**src/rtl/writeback_queue.sv**
```systemverilog
// writeback_queue: merges ALU and load writebacks into an in-order FIFO draining one register-file write per cycle
module writeback_queue #(
  parameter  int DEPTH = 4,
  localparam int AW    = $clog2(DEPTH)
) (
  input  logic        CLK,
  input  logic        nRST,
  input  logic        alu_valid,
  input  logic [4:0]  alu_wsel,
  input  logic [31:0] alu_wdat,
  output logic        alu_ready,
  input  logic        mem_valid,
  input  logic [4:0]  mem_wsel,
  input  logic [31:0] mem_wdat,
  output logic        mem_ready,
  output logic        rf_WEN,
  output logic [4:0]  rf_wsel,
  output logic [31:0] rf_wdat,
  input  logic [4:0]  chk_sel1,
  input  logic [4:0]  chk_sel2,
  output logic        chk_hit1,
  output logic        chk_hit2,
  output logic        empty
);
  localparam logic [AW:0] FULL     = (AW+1)'(DEPTH);
  localparam logic [AW:0] ONE_LEFT = (AW+1)'(DEPTH - 1);

  logic [AW:0]   count_q, count_d;
  logic [AW-1:0] rd_ptr_q, rd_ptr_d, wr_ptr_q, wr_ptr_d, mem_slot;
  logic [4:0]    wsel_q [DEPTH];
  logic [31:0]   wdat_q [DEPTH];
  logic          rf_wen_q, rf_wen_d;
  logic [4:0]    rf_wsel_q, rf_wsel_d;
  logic [31:0]   rf_wdat_q, rf_wdat_d;
  logic          pop, alu_push, mem_push;

  // Admission from registered occupancy only; the last free slot goes to the ALU when it asks
  always_comb begin
    alu_ready = count_q != FULL;
    mem_ready = (count_q < ONE_LEFT) || (count_q == ONE_LEFT && !alu_valid);
    alu_push  = alu_valid && alu_ready && alu_wsel != 5'd0;
    mem_push  = mem_valid && mem_ready && mem_wsel != 5'd0;
    pop       = count_q != '0;
    mem_slot  = wr_ptr_q + AW'(alu_push);
    count_d   = count_q - (AW+1)'(pop) + (AW+1)'(alu_push) + (AW+1)'(mem_push);
    rd_ptr_d  = rd_ptr_q + AW'(pop);
    wr_ptr_d  = mem_slot + AW'(mem_push);
    rf_wen_d  = pop;
    rf_wsel_d = pop ? wsel_q[rd_ptr_q] : rf_wsel_q;
    rf_wdat_d = pop ? wdat_q[rd_ptr_q] : rf_wdat_q;
  end

  // Pending lookup over live FIFO slots plus the write currently on the port; r0 never hits
  always_comb begin
    chk_hit1 = rf_wen_q && rf_wsel_q == chk_sel1;
    chk_hit2 = rf_wen_q && rf_wsel_q == chk_sel2;
    for (int i = 0; i < DEPTH; i++) begin
      chk_hit1 |= ({1'b0, AW'(i) - rd_ptr_q} < count_q) && wsel_q[i] == chk_sel1;
      chk_hit2 |= ({1'b0, AW'(i) - rd_ptr_q} < count_q) && wsel_q[i] == chk_sel2;
    end
    chk_hit1 &= chk_sel1 != 5'd0;
    chk_hit2 &= chk_sel2 != 5'd0;
  end

  // Occupancy, pointers and the registered write port; reset drops everything in flight
  always_ff @(posedge CLK or negedge nRST) begin
    if (!nRST) begin
      count_q   <= '0;
      rd_ptr_q  <= '0;
      wr_ptr_q  <= '0;
      rf_wen_q  <= 1'b0;
      rf_wsel_q <= '0;
      rf_wdat_q <= '0;
    end else begin
      count_q   <= count_d;
      rd_ptr_q  <= rd_ptr_d;
      wr_ptr_q  <= wr_ptr_d;
      rf_wen_q  <= rf_wen_d;
      rf_wsel_q <= rf_wsel_d;
      rf_wdat_q <= rf_wdat_d;
    end
  end

  // Entry storage needs no reset: count_q alone decides which slots are live; ALU entry is older
  always_ff @(posedge CLK) begin
    if (alu_push) begin
      wsel_q[wr_ptr_q] <= alu_wsel;
      wdat_q[wr_ptr_q] <= alu_wdat;
    end
    if (mem_push) begin
      wsel_q[mem_slot] <= mem_wsel;
      wdat_q[mem_slot] <= mem_wdat;
    end
  end

  assign rf_WEN  = rf_wen_q;
  assign rf_wsel = rf_wsel_q;
  assign rf_wdat = rf_wdat_q;
  assign empty   = count_q == '0 && !rf_wen_q;

  a_no_overflow: assert property (@(posedge CLK) disable iff (!nRST)
    !(count_q == FULL && (alu_push || mem_push)));
endmodule

```
**config.mk**
```make
export PLATFORM = sky130hd
export DESIGN_NAME = writeback_queue
export DESIGN_NICKNAME = d
export VERILOG_FILES = /design/src/rtl/writeback_queue.sv
export SDC_FILE = /design/constraint.sdc
export NUM_CORES = 1
export LEC_CHECK = 0
export BUFFER_PORTS_ARGS = -buffer_cell sky130_fd_sc_hd__buf_4
export CAP_MARGIN = 30
export CORE_ASPECT_RATIO = 0.75
export CORE_MARGIN = 1
export CORE_UTILIZATION = 31
export DETAILED_ROUTE_END_ITERATION = 16
export GPL_TIMING_DRIVEN = 0
export PLACE_DENSITY_LB_ADDON = 0.2
export SETUP_SLACK_MARGIN = 0.1
export SLEW_MARGIN = 20
export SYNTH_ARGS = -nofsm -noshare
export SYNTH_HDL_FRONTEND = slang
export SYNTH_SLANG_ARGS = --single-unit
export TNS_END_PERCENT = 100
```
**constraint.sdc**
```tcl
create_clock -name CLK -period 3.9 [get_ports CLK]
set_input_delay 0.195 -clock CLK [delete_from_list [all_inputs] [get_ports CLK]]
set_output_delay 0.195 -clock CLK [all_outputs]
set_load 0.05 [all_outputs]
```
### After elaboration in Yosys (flattened, before gate mapping)

Memories as Yosys holds them, arrays and structs flattened. A register that Yosys moved wholly into a read port is not among the register bits.
Index checks and enable logic that the tools add are counted.

* latch bits: 0
* word-level logic and storage cells: 74
* memories kept: 2
* bits in writable memories: 148
* input port bits: 88
* bits in read-only memories: 0
* output and inout bits: 43
* register bits: 8

Memories
* wdat_q: words 4, bits a word 32, rd ports 1, clocked after Yosys merged registers in 1, wr ports 2, RTL line 31 `logic [31:0] wdat_q [DEPTH];`
* wsel_q: words 4, bits a word 5, rd ports 5, clocked after Yosys merged registers in 1, wr ports 2, RTL line 30 `logic [4:0] wsel_q [DEPTH];`

* shifts and indexed selects: 0
* divide/modulo/power cells: 0
* reductions and logical operators: 27
* bitwise operators: 10
* order comparisons: 5
* mux-type cells: 4
* add/sub/neg operators: 10
* equality and inequality tests: 12
* multipliers: 0

Operator list (number)
* $eq A5 B5 Y1: 10
* $reduce_bool A5 Y1: 4
* $logic_and A1 B1 Y1: 16
* $lt A2 B3 Y1: 4
* $or A1 B1 Y1: 8
* $add A2 B1 Y2: 3
* $add A3 B1 Y3: 2
* $logic_not A1 Y1: 4
* $mux W1: 4
* $sub A1 B2 Y2 const A: 2
* $sub A2 B2 Y2 const A: 2
* $eq A3 B2 Y1 const B: 1
* $logic_not A3 Y1: 1
* $lt A3 B2 Y1 const B: 1
* $ne A3 B3 Y1 const B: 1
* $reduce_bool A3 Y1: 1
* $sub A3 B1 Y3: 1
* $and A1 B1 Y1: 2
* $logic_or A1 B1 Y1: 1

### Depth between registers and ports, before layout

* depth after elaboration: 8
* gate-level depth with buffers: 10
* gate-level depth less buffers: 9

### Worst setup path before layout

Ideal clock, no wire load.

* path type: reg-to-reg
* start: reg count_q[2]
* end: mem wdat_q[2][0], enable pin
* period minus slack after synthesis: 3927 ps
* library setup time: 439 ps
* slack: -27 ps
* required time: 3461 ps
* cell stages (with the launch flop): 10
* buffers on the path: 2
* data arrival time: 3488 ps
* cells stage by stage: dfrtp_1 > inv_1 > ha_1 > a31oi_1 > o211a_1 > clkinv_2 > nor3_2 > buf_6 > buf_6 > o21bai_1

RTL lines
* start: declaration: RTL line 28 `logic [AW:0] count_q, count_d;`
* start signal: assignment: RTL line 75 `count_q <= count_d;`
* end: declaration: RTL line 31

==> results.sh <==
export IMPL_status="finished, final reports clean"
export IMPL_max_stage_delay_ns=0.56
export IMPL_core_area_sq_mm=0.0316
export IMPL_syn_nets=687
export IMPL_final_setup_skew_ns=0.00966
export IMPL_hold_depth=2
export IMPL_fin_area_sq_mm=0.0123
export IMPL_grt_max_degree=46
export IMPL_cp_num_buf_inv=3
export IMPL_crit_path_frequent_cell="buf_6"
export IMPL_port_buffer_count=120
export IMPL_grt_pass1_vias=6241
export IMPL_power_density_mw_per_mm2=821
export IMPL_ir_worst_vdd_v=0.000379
export IMPL_worst_ep_required_time_ns=3.97
export IMPL_slowest_stage="a21o_4"
export IMPL_drive_above_1_share_pct=54.4
export IMPL_hp_class="primary input to flip-flop"
export IMPL_post_route_drc_count=0
export IMPL_n_antenna_cell=0
export IMPL_rsz0062_at_grt="false"
export IMPL_htreeDepth=4
export IMPL_clk_latency_ns=0.44
export IMPL_antenna_left=0
export IMPL_cp_num_cells=10
export IMPL_setup_violations_final=0
export IMPL_cp_end_kind="flip-flop"
export IMPL_via_count=5725
export IMPL_fmax_ghz=0.285
export IMPL_dieArea_sq_mm=0.0332
export IMPL_synth_top_area_share_pct=44.2
export IMPL_yosysUniqueCellTypes=39
export IMPL_fp_row_count=56
export IMPL_worstPathCellList="nor2_1 -> nand2_1 -> o211ai_1 -> inv_1 -> ha_1 -> xnor2_1 -> and3_4 -> buf_6 -> buf_6 -> a21o_4"
export IMPL_root_buffer="clkbuf_16"
export IMPL_cp_max_fo=37
export IMPL_clk_pin_slew_ns=0.07
export IMPL_timing_final_crit_share_pct=89.9
export IMPL_cts_sinks=193
export IMPL_dpl_cell_area_sq_mm=0.0116
export IMPL_syn_inst=588
export IMPL_track_usage_pct=16.4
export IMPL_slew_limit_headroom_pct=35.4
export IMPL_p_leak_nw=4.56
export IMPL_reg2reg_depth=10
export IMPL_dr_pass1_iters=5
export IMPL_ys_seq_area_share_pct=55.4
export IMPL_die_w_um=210
export IMPL_avgSynthCellArea_sq_um=17.1
export IMPL_io_pin_count=131
export IMPL_grt_pass1_wl_mm=38.8
export IMPL_drv_cap=0
export IMPL_cts_tree="done"
export IMPL_min_period_ns=3.51
export IMPL_path_class="flip-flop to flip-flop"
export IMPL_synth_seq_cells=193
export IMPL_wl_per_cell_um=22.4
export IMPL_area_delta_synth_final_pct=21.9
export IMPL_nets=832
export IMPL_wirelength_mm=26.5
export IMPL_cts_buffers=17
export IMPL_drv_slew=0
export IMPL_cp_start_kind="flip-flop"
export IMPL_layout_common_cells="edfxtp_1, buf_4, mux2_2"
export IMPL_die_h_um=158
export IMPL_finalHoldViolations=0
export IMPL_initial_core_util_pct=31.8
export IMPL_synth_area_leader_cell="edfxtp_1"
export IMPL_worstMarginPinSlew_ns=0.969
export IMPL_cp_top_family="compound AO/OA/AOI/OAI gates"
export IMPL_yosysWarningCount=0
export IMPL_antenna_found_initial=0
export IMPL_synth_area_sq_mm=0.0101
export IMPL_grt_overflow_total=0
export IMPL_r2r_slack_ns=0.39
export IMPL_synthTopCellsByArea="edfxtp_1, mux2_2, mux2_4, dfrtp_1, mux4_2"
export IMPL_layout_cells_most_common="edfxtp_1"
export IMPL_drt_iter0_drc=313
export IMPL_via_per_inst=4.85
export IMPL_worst_hold_slack_ns=0.0791
export IMPL_critPathArrivalTime_ns=3.58
export IMPL_clock_path_buffers=2
export IMPL_place_hpwl_mm=17.4
export IMPL_gp_congestion=0.834
==> synthesized netlist by cell type, drive strengths merged <==
cell type / count
a21boi: 1
a21o: 2
a21oi: 3
a22o: 1
a31o: 1
a31oi: 1
and3: 3
buf: 25
clkbuf: 14
clkinv: 1
dfrtp: 45
edfxtp: 148
fa: 2
ha: 9
inv: 9
mux2: 185
mux4: 37
nand2: 4
nand2b: 2
nand3: 6
nand4: 2
nor2: 5
nor2b: 1
nor3: 4
nor3b: 2
nor4: 10
o211a: 1
o211ai: 1
o21a: 2
o21bai: 1
or2: 1
or4: 4
xnor2: 26
xor2: 29
==> routing by layer <==
layer | routed length, um | global-route usage [%]
met2 | 12700 | 27.2
met5 | 0 | 0
met3 | 1640 | 4.03
met4 | 423 | 5.39
met1 | 11800 | 21.1
==> per-stage QoR <==
| stage | utilization [%] | setup slack, ns | instances | setup TNS [ns] | power, mW |
|---|---|---|---|---|---|
| finish | 38.8 | 0.392 | 1181 | 0 | 10.1 |
| global route | 38.8 | 0.154 | 1181 | 0 | 10.6 |
| CTS | 38.7 | 0.234 | 1178 | 0 | 10.2 |
| detailed placement | 36.7 | -0.0866 | 1145 | -3.10 | 8.23 |
| global placement | 36.4 | -0.961 | 1143 | -63.14 | 8.09 |
| floorplan | - | 0.322 | 588 | 0 | 6.71 |
==> worst paths after layout <==
check                                 to    startpoint
max in group asynchronous    rf_wdat[23]          nRST
hold reg to reg              rd_ptr_q[0]   rd_ptr_q[0]
min in group asynchronous     rf_wdat[7]          nRST
setup / recovery           wdat_q[1][26]    count_q[0]
setup reg to reg           wdat_q[1][26]    count_q[0]
hold / removal             wdat_q[3][14]  mem_wdat[14]
==> report_power, final <==
part | leakage (nW) | switching (mW) | internal (mW) | total, mW
combinational | 2.37 | 2.62 | 1.99 | 4.62
clock | 0.299 | 0.806 | 1.11 | 1.92
sequential | 1.89 | 0.358 | 3.18 | 3.53
==> worst register-to-register path: stages (launching register included) <==
cell	delay [ns]
dfrtp_1	0.45
nor2_1	0.16
nand2_1	0.14
o211ai_1	0.28
inv_1	0.18
ha_1	0.23
xnor2_1	0.47
and3_4	0.28
buf_6	0.18
buf_6	0.22
a21o_4	0.56
==> area by class of cell <==
class | count | area [sq um]
Multi-Input combinational cell | 347 | 4240
Clock inverter | 13 | 183
Buffer | 39 | 246
Sequential cell | 193 | 5570
Inverter | 10 | 38.8
Timing Repair Buffer | 125 | 985
Tap cell | 435 | 544
Fill cell | 2965 | 19300
Clock buffer | 19 | 453
==> cells by family after synthesis <==
family | count (synthesis) | synth area share, %
flip-flops | 193 | 55.4
adder cells (fa/ha/maj) | 11 | 1.52
XOR/XNOR | 55 | 4.79
AO/OA/AOI/OAI | 14 | 1.01
buffers and inverters | 49 | 2.84
multiplexers | 222 | 31.8
AND/OR/NAND/NOR | 44 | 2.66
==> timing repair <==
action                                 CTS  global route
resized for setup                        0             1
endpoints found under the hold margin   45             0
buffers inserted                         0             0
setup endpoints to repair                0            37
hold buffers                             1             0
==> state kept, by name (all words and copies together) (netlist names) <==
register / flops
count_q: 3
rd_ptr_q: 2
wsel_q: 20
rf_wsel: 5
rf_WEN: 1
wdat_q: 128
wr_ptr_q: 2
rf_wdat: 32
Power figures use the tool's default switching activity.
